File: config.mk
export PLATFORM = sky130hd
export DESIGN_NAME = tx_frame_sequencer
export DESIGN_NICKNAME = d
export VERILOG_FILES = /design/src/rtl/tx_frame_sequencer.sv
export SDC_FILE = /design/constraint.sdc
export NUM_CORES = 1
export LEC_CHECK = 0
export BUFFER_PORTS_ARGS = -buffer_cell sky130_fd_sc_hd__buf_2
export CORE_MARGIN = 10
export CORE_UTILIZATION = 50
export DETAILED_ROUTE_END_ITERATION = 16
export PLACE_DENSITY = 0.8
export RECOVER_POWER = 50
export SYNTH_ARGS = -nofsm -noshare
export SYNTH_HDL_FRONTEND = slang
export SYNTH_SLANG_ARGS = --single-unit
File: constraint.sdc
create_clock -name clk -period 7.9 [get_ports clk]
set_clock_uncertainty 0.15 [all_clocks]
set_input_delay 1.975 -clock clk [delete_from_list [all_inputs] [get_ports clk]]
set_output_delay 1.975 -clock clk [all_outputs]
set_load 0.05 [all_outputs]
File: src/rtl/tx_frame_sequencer.sv
// UART transmit frame sequencer: latches a byte, builds an 11-bit frame, shifts it out LSB-first.
// Optional parity generation is enabled by defining TX_PARITY_EN.
module tx_frame_sequencer #(
    parameter int BAUD_W = 19
) (
    input  logic              clk,
    input  logic              reset_n,
    input  logic              load,
    input  logic [7:0]        out_port,
    input  logic              eight,
    input  logic              pen,
    input  logic              ohel,
    input  logic [BAUD_W-1:0] baud_k,
    output logic              tx,
    output logic              txrdy,
    output logic              tx_done
);

    typedef enum logic [1:0] {S_IDLE, S_LOAD, S_SEND} state_t;

    localparam logic [BAUD_W-1:0] ONE = BAUD_W'(1);

    state_t            r_state;
    logic [7:0]        r_ldata;
    logic              r_eight;
    logic [BAUD_W-1:0] r_k;
    logic [BAUD_W-1:0] r_timer;
    logic [3:0]        r_bitcnt;
    logic [10:0]       r_sr;
    logic              r_fin;
    logic              r_tx;
    logic              r_txrdy;
    logic              r_tx_done;

    logic w_nine;
    logic w_ten;
    logic w_btu;

`ifdef TX_PARITY_EN
    logic r_pen;
    logic r_ohel;

    assign w_nine = r_eight ? r_ldata[7] : (r_pen ? ((^r_ldata[6:0]) ^ r_ohel) : 1'b1);
    assign w_ten  = (r_eight && r_pen) ? ((^r_ldata) ^ r_ohel) : 1'b1;

    always_ff @(posedge clk or negedge reset_n) begin
        if (!reset_n) begin
            r_pen  <= 1'b0;
            r_ohel <= 1'b0;
        end else if (r_state == S_IDLE && load && r_txrdy) begin
            r_pen  <= pen;
            r_ohel <= ohel;
        end
    end
`else
    logic w_unused;

    assign w_unused = pen ^ ohel;
    assign w_nine   = r_eight ? r_ldata[7] : 1'b1;
    assign w_ten    = 1'b1;
`endif

    assign w_btu = (r_state == S_SEND) && (r_timer == r_k - ONE);

    // tx/txrdy/tx_done are registered one cycle behind the shifter, so the
    // start bit appears two edges after the accepted load.
    always_ff @(posedge clk or negedge reset_n) begin
        if (!reset_n) begin
            r_state   <= S_IDLE;
            r_ldata   <= 8'h00;
            r_eight   <= 1'b0;
            r_k       <= '0;
            r_timer   <= '0;
            r_bitcnt  <= 4'd0;
            r_sr      <= '1;
            r_fin     <= 1'b0;
            r_tx      <= 1'b1;
            r_txrdy   <= 1'b1;
            r_tx_done <= 1'b0;
        end else begin
            r_fin     <= 1'b0;
            r_tx_done <= 1'b0;
            r_tx      <= (r_state == S_SEND) ? r_sr[0] : 1'b1;
            if (r_fin) begin
                r_txrdy   <= 1'b1;
                r_tx_done <= 1'b1;
            end
            case (r_state)
                S_IDLE: begin
                    if (load && r_txrdy) begin
                        r_ldata <= out_port;
                        r_eight <= eight;
                        r_k     <= (baud_k == '0) ? ONE : baud_k;
                        r_txrdy <= 1'b0;
                        r_state <= S_LOAD;
                    end
                end
                S_LOAD: begin
                    r_sr     <= {1'b1, w_ten, w_nine, r_ldata[6:0], 1'b0};
                    r_timer  <= '0;
                    r_bitcnt <= 4'd0;
                    r_state  <= S_SEND;
                end
                S_SEND: begin
                    if (w_btu) begin
                        r_sr    <= {1'b1, r_sr[10:1]};
                        r_timer <= '0;
                        if (r_bitcnt == 4'd10) begin
                            r_bitcnt <= 4'd0;
                            r_fin    <= 1'b1;
                            r_state  <= S_IDLE;
                        end else begin
                            r_bitcnt <= r_bitcnt + 4'd1;
                        end
                    end else begin
                        r_timer <= r_timer + ONE;
                    end
                end
                default: r_state <= S_IDLE;
            endcase
        end
    end

    assign tx      = r_tx;
    assign txrdy   = r_txrdy;
    assign tx_done = r_tx_done;

endmodule

==> Yosys cells after proc, flatten, opt, wreduce, memory -nomap -nowiden <==
Cells that the tools add are included.
{ "word_totals": {"regBits": 68, "input_bits": 33, "elab_cells": 50} }
{ "op_classes": {"addsub": 3, "n_eq_ne": 7, "muxes": 21, "n_reduce_logical": 8} }
{ "op_table": {"columns": ["operator", "n"], "rows": [
  ["$mux W19", 2],
  ["$pmux W19 S2", 1],
  ["$pmux W11 S2", 1],
  ["$add A19 B1 Y19 const B", 1],
  ["$eq A19 B19 Y1", 1],
  ["$logic_not A19 Y1", 1],
  ["$sub A19 B1 Y19 const B", 1],
  ["$mux W11", 1],
  ["$mux W1", 9],
  ["$mux W4", 2],
  ["$pmux W4 S2", 1],
  ["$mux W2", 3],
  ["$pmux W2 S3", 1],
  ["$add A4 B1 Y4 const B", 1],
  ["$eq A4 B4 Y1 const B", 1],
  ["$ne A2 B2 Y1 const B", 2],
  ["$reduce_and A2 Y1", 2],
  ["$reduce_and A3 Y1", 1],
  ["$eq A2 B1 Y1 const B", 1],
  ["$eq A2 B2 Y1 const B", 1],
  ["$logic_and A1 B1 Y1", 2],
  ["$logic_not A2 Y1", 1],
  ["$ne A2 B1 Y1 const B", 1],
  ["$reduce_bool A2 Y1", 1]
]} }

==> Longest topological paths before layout <==
Gate-level depths: netlist of the first run.
{ "logic_depth": {"depth_word": 5, "mapped_depth": 11} }

==> Least setup slack after synthesis of the first run <==
Ideal clock, no wire load.
{ "synth_path": {"kind": "input to register", "from": "input baud_k[3]", "to": "register r_k[0]", "arrival_ns": 2.866, "t_required_ns": 7.672, "path_slack_ns": 4.806, "cell_stages": 4, "n_path_buf": 0, "cell_sequence": "or4_1 nor4_1 nor3_1 a21oi_1"} }
{ "synth_between": {"elab_chain_len": 2} }
{ "synth_rtl": {"columns": ["item", "line", "rtl"], "rows": [
  ["start: declaration", "13", "input logic [BAUD_W-1:0] baud_k,"],
  ["$logic_not A19 Y1", "93", "r_k <= (baud_k == '0) ? ONE : baud_k;"],
  ["$mux W19", "93", null],
  ["end signal: assignment", "93", null],
  ["end: declaration", "26", "logic [BAUD_W-1:0] r_k;"]
]} }
Every way passes these cells.
A chain may end at the register's enable or synchronous reset.

==> impl_metrics.toml, run 1 <==
[worst_setup_path]
worst-path-stages = 2
arrival_ps = 4510
critPathBufInv = 2
endpoint_kind = "asynchronous set/reset pin"
critical-path-slowest-cell = "clkbuf_1"
crit_chain = "buf_2 > clkbuf_1"
cp_top_family = "buffers and inverters"
critPathMaxStageDelay_ps = 2410
r2r_slack_ps = 4410
crit_start = "reset_n"
reg2reg_depth = 9
rr_startpoint = "r_k[0]$_DFFE_PN0P_"
path_class = "input pin to asynchronous set/reset pin"
crit_path_end = "r_k[7]$_DFFE_PN0P_"
crit_path_start_kind = "input pin"
critPathMaxFanout = 66
r2r-end = "r_bitcnt[3]$_DFFE_PN0P_"
cp_data_required_time_ps = 7430

[die]
ioPinCount = 36
die-area_um2 = 11860
die_h_um = 108.9
core_um2 = 7727
die_w_um = 108.9
start_util = 0.5115
rows = 32

[synthesis]
async_flop_share = 1.000
syn-num-nets = 421
post_synth_fa_ha_maj_area_fraction = 0.02216
syn_inst = 381
ys_seq_area_frac = 0.4213
synthFlopType = "dfrtp_1"
synth_top_family_by_area = "simple AND/OR/NAND/NOR gates"
yosys_warnings = 0
ys_seq_elements = 66
synth_xor_area_frac = 0.07312
synth_edf_count = 0
synth.distinct_cells = 63
synth_mux_area_frac = 0.1105
yosys.area_share.simple = 0.2102
synth.avg_cell_area_um2 = 10.37
syn_area_um2 = 3953
synth_compound_area_frac = 0.1197

[drt]
drc = 0
wl_mm = 8.552
first_pass_iters = 4
wl_per_cell_um = 16.61
viasPerCell = 5.981
via_count = 3080
ant_nets = 0
drt_iter0_drc = 177

[sta]
slew_headroom = -1.297
fmax_mhz = 201.0
tightest_slew_ps = 3445
final_hold_viol_count = 0
final-setup-viol-count = 0
period_needed_ps = 4976
fin_crit_sh = 0.6298
rsz0062_at_grt = "no"
tns_ps = 0
finalMaxSlewViolations = 98

[power_and_ir_drop]
powerDensity_nw_per_um2 = 348.5
irDropWorstVdd_v = 0.0002319
leakage_uw = 0.001788

[placed_design]
dpl-instance-area_um2 = 4159
io_buffers = 33
gp_congestion = 0.8715
hpwl_mm = 6.138

[clocking]
cts.sinks = 66
cts_made_buffers = 9
cts.path.max_buffers = 2
clock_latency_ps = 350
cts_tree = "yes"
holdBufCountCts = 0
path_clk_slew_ps = 70
postCtsSetupBuffers = 0
root_buffer = "clkbuf_8"
h-tree-depth = 3
post_cts_resized = 0

[flow_run]
maxCapViolations = 2

[outcome]
outcome = "complete, but fails checks"
violations = "capacitance limit, slew limit"

[global_route]
grt_max_degree = 67
grt_pass1_wl_mm = 14.05
antenna_found_initial = 0
grt_usage = 0.1467
globalRouteOverflowTotal = 0
grt_pass1_vias = 3013

[layout]
final_common_cell = "dfrtp_1"
multiInputGateArea_um2 = 2126
area.growth.synth_to_final_pct = 10.54
drive_gt1_frac = 0.2494
insertedDiodeCount = 0
seqCellArea_um2 = 1665
finalInstanceArea_um2 = 4369
mostFrequentLayoutCells = "dfrtp_1, buf_2, mux2_2, nor2_1, xnor2_1"
fillers = 639
nets = 448

[worst_hold_path]
holdCritPathClass = "flip-flop to flip-flop"
-- cells by family after synthesis --
kind of cell | Yosys count
DFF | 66
buffers and inverters | 34
AOI/OAI and AO/OA | 65
adders and majority gates | 7
and+or+nand+nor | 137
xor gates and xnor gates | 33
muxes | 39
-- power by group --
| group | total [uW] | internal [uW] | switching, uW |
|---|---|---|---|
| sequential | 584 | 463 | 121 |
| clock | 310 | 177 | 134 |
| combinational | 628 | 273 | 355 |
-- per-layer routing --
metal | global-route usage | wire length, um
met1 | 0.1829 | 3825
met2 | 0.2429 | 4178
met3 | 0.03068 | 407
met4 | 0.05838 | 141
met5 | 0 | 0
-- area by class of cell --
class                      count  share of cell area
tap                          102             0.02921
timing repair buffer          36             0.04124
multi-input combinational    281              0.4865
clock inverter                 7             0.02148
sequential                    66              0.3812
clock buffer                   9             0.02835
inverter                      14             0.01203
-- sequential cells by signal, indices dropped and copies added (netlist names) --
register  count
r_eight       1
r_bitcnt      4
r_state       2
r_sr          9
r_k          19
txrdy         1
r_fin         1
r_timer      19
tx_done       1
tx            1
r_ldata       8
-- how the worst min path moves through the flow --
stage                     from                 to  slack, ps  cells after the start
4_1_cts        r_fin$_DFF_PN0_  tx_done$_DFF_PN0_        230                      0
6_report       r_fin$_DFF_PN0_  tx_done$_DFF_PN0_        240                      0
2_1_floorplan  r_fin$_DFF_PN0_  tx_done$_DFF_PN0_        210                      0
3_3_place_gp   r_fin$_DFF_PN0_  tx_done$_DFF_PN0_        210                      0
3_5_place_dp   r_fin$_DFF_PN0_  tx_done$_DFF_PN0_        220                      0
5_1_grt        r_fin$_DFF_PN0_  tx_done$_DFF_PN0_        250                      0
-- Yosys cell counts, types with 10 or more instances --
cell type,instances,area share
a21oi_1,13,0.016
and3_1,12,0.019
clkbuf_1,11,0.010
dfrtp_1,55,0.35
dfstp_2,11,0.073
inv_1,14,0.013
mux2_2,27,0.077
mux2i_1,11,0.028
nand2_1,18,0.017
nand2b_1,10,0.016
nand3_1,12,0.015
nor2_1,24,0.023
nor3_1,10,0.013
xnor2_1,23,0.051
xor2_1,10,0.022
-- stage by stage --
step,total power (uW),utilization,setup slack (ps),instances,hold slack (ps)
after floorplan,1091,-,4806,381,205.1
after global placement,1184,0.5382,4576,499,206.8
after detailed placement,1215,0.5382,4521,499,218.3
after CTS,1528,0.5664,4504,515,235.0
after global routing,1634,0.5654,2256,515,253.9
final,1523,0.5654,2924,515,237.7
(Power assumes the default switching activity.)
==> inputs of run 2 (changes only) <==
Clock period 7.9 ns to 4.9 ns, I/O delays scaled along.
==> impl_metrics.toml, run 2 (same netlist as run 1, synthesis figures left out) <==
[power_and_ir_drop]
internal_power_uw = 1525
switching_share = 0.3960
p_comb_frac = 0.406
power.share.sequential = 0.376
leakage_uw = 0.001793
p_clk_frac = 0.218
p_switching_uw = 1000
irDropWorstVdd_v = 0.0003387
powerDensity_nw_per_um2 = 575.2

[drt]
drt_iter0_drc = 185
wl_per_cell_um = 17.23
drc = 0
wl_mm = 8.875
first_pass_iters = 4
via_count = 3086
ant_nets = 0
viasPerCell = 5.992

[worst_setup_path]
critPathMaxFanout = 11
crit_path_start_kind = "flip-flop"
critPathMaxStageDelay_ps = 800
r2r-end = "r_sr[4]$_DFFE_PN1P_"
path_class = "flip-flop to flip-flop"
cp_data_required_time_ps = 4990
critical-path-slowest-cell = "nor4_4"
arrival_ps = 3960
reg2reg_depth = 8
rr_startpoint = "r_k[7]$_DFFE_PN0P_"
crit_chain = "nor4_2 > o22ai_1 > nor4_1 > nand3_1 > nor4_4 > buf_4 > mux2i_1 > a21oi_1"
endpoint_kind = "flip-flop"
r2r_slack_ps = 1030

[layout]
final_common_cell = "dfrtp_1"
nets = 448
drive_gt1_frac = 0.2446
mostFrequentLayoutCells = "dfrtp_1, buf_2, mux2_2, nor2_1, xnor2_1"
insertedDiodeCount = 0
seqCellArea_um2 = 1665
area.growth.synth_to_final_pct = 11.08
fillers = 645
top_regs = "r_k (19), r_timer (19), r_sr (9)"
multiInputGateArea_um2 = 2126

[sta]
fin_crit_sh = 0.7896
finalMaxSlewViolations = 78
tns_ps = 0
fmax_mhz = 258.5
hold-worst-slack_ps = 239.2
rsz0062_at_grt = "no"
final_hold_viol_count = 0
final-setup-viol-count = 0
period_needed_ps = 3869
slew_headroom = -0.6534
tightest_slew_ps = 2480

[die]
die_h_um = 108.9
core_um2 = 7727
rows = 32
ioPinCount = 36
start_util = 0.5115
die_w_um = 108.9
die-area_um2 = 11860

[clocking]
post_cts_resized = 0
cts.path.max_buffers = 2
path_clk_slew_ps = 80
cts.sinks = 66
cts_made_buffers = 9
postCtsSetupBuffers = 0
clock_latency_ps = 350
holdBufCountCts = 0
cts_tree = "yes"
h-tree-depth = 3
root_buffer = "clkbuf_8"

[flow_run]
maxCapViolations = 2

[placed_design]
io_buffers = 33
hpwl_mm = 6.464
gp_congestion = 0.8667

[outcome]
violations = "capacitance limit, slew limit"
outcome = "complete, but fails checks"

[worst_hold_path]
hp-start = "r_fin$_DFF_PN0_"
holdPathStages = 0
min_to = "tx_done$_DFF_PN0_"
holdCritPathClass = "flip-flop to flip-flop"

[global_route]
grt_most_used_layer = "met2"
use_met1 = 0.2013
met3_usage = 0.03186
grt_usage = 0.1559
globalRouteOverflowTotal = 0
use_met2 = 0.2511
antenna_found_initial = 0
grt_max_degree = 47
grt_pass1_vias = 3129
grt_pass1_wl_mm = 15.04
[run 2: changes by cell type in the layout (fill, tap and decap cells not counted)]
cell / previous run / this run
buf_4: 1 / 2
buf_2: 33 / 32
clkinv_4: 1 / 0
clkbuf_1: 2 / 4
bufinv_16: 2 / 3
clkinv_2: 2 / 0
[run 2: area by class of cell]
type | count | share of cell area
inverters | 14 | 0.01197
clock buffers | 11 | 0.02992
clock inverters | 5 | 0.02394
well taps | 102 | 0.02907
flip-flops and latches | 66 | 0.3793
multi-input cells | 281 | 0.4842
repair buffers | 36 | 0.04161
[run 2: power by group through the flow]
stage | Clock (uW) | Sequential [uW] | Combinational [uW]
finish | 550 | 950 | 1030
global route | 583 | 976 | 1150
CTS | 558 | 944 | 1020
global placement | 0 | 940 | 969
floorplan | 0 | 902 | 857
detailed placement | 0 | 953 | 1020
[run 2: worst max-delay path: cells and delay by family (launching register included)]
| kind | cells | cell delay, ps |
|---|---|---|
| compound gates | 2 | 290 |
| buf+inv | 1 | 320 |
| flops | 1 | 470 |
| mux | 1 | 210 |
| simple gates | 4 | 2310 |
[run 2: worst max path at each step]
| stage | start | to |
|---|---|---|
| global route | r_k[7]$_DFFE_PN0P_ | r_sr[4]$_DFFE_PN1P_ |
| finish | r_k[7]$_DFFE_PN0P_ | r_sr[4]$_DFFE_PN1P_ |
| CTS | r_k[7]$_DFFE_PN0P_ | r_sr[7]$_DFFE_PN1P_ |
| floorplan | r_k[0]$_DFFE_PN0P_ | r_bitcnt[3]$_DFFE_PN0P_ |
| detailed placement | r_k[0]$_DFFE_PN0P_ | r_sr[7]$_DFFE_PN1P_ |
| global placement | r_k[7]$_DFFE_PN0P_ | r_sr[5]$_DFFE_PN1P_ |
[run 2: metrics by stage]
| step | cells | setup slack, ps | cell area [um2] | utilization | power [uW] |
|---|---|---|---|---|---|
| finish | 515 | 1031 | 4390 | 0.5682 | 2525 |
| global route | 515 | 852.6 | 4390 | 0.5682 | 2706 |
| CTS | 515 | 1189 | 4395 | 0.5688 | 2527 |
| detailed placement | 499 | 1258 | 4159 | 0.5382 | 1969 |
| global placement | 499 | 1365 | 4159 | 0.5382 | 1910 |
| floorplan | 381 | 1927 | 3953 | - | 1759 |
[run 2: per-layer routing]
metal / vias up / share of wire
li1: 1467 / -
met1: 1550 / 0.45
met2: 56 / 0.49
met3: 13 / 0.037
met4: 0 / 0.019
met5: - / 0
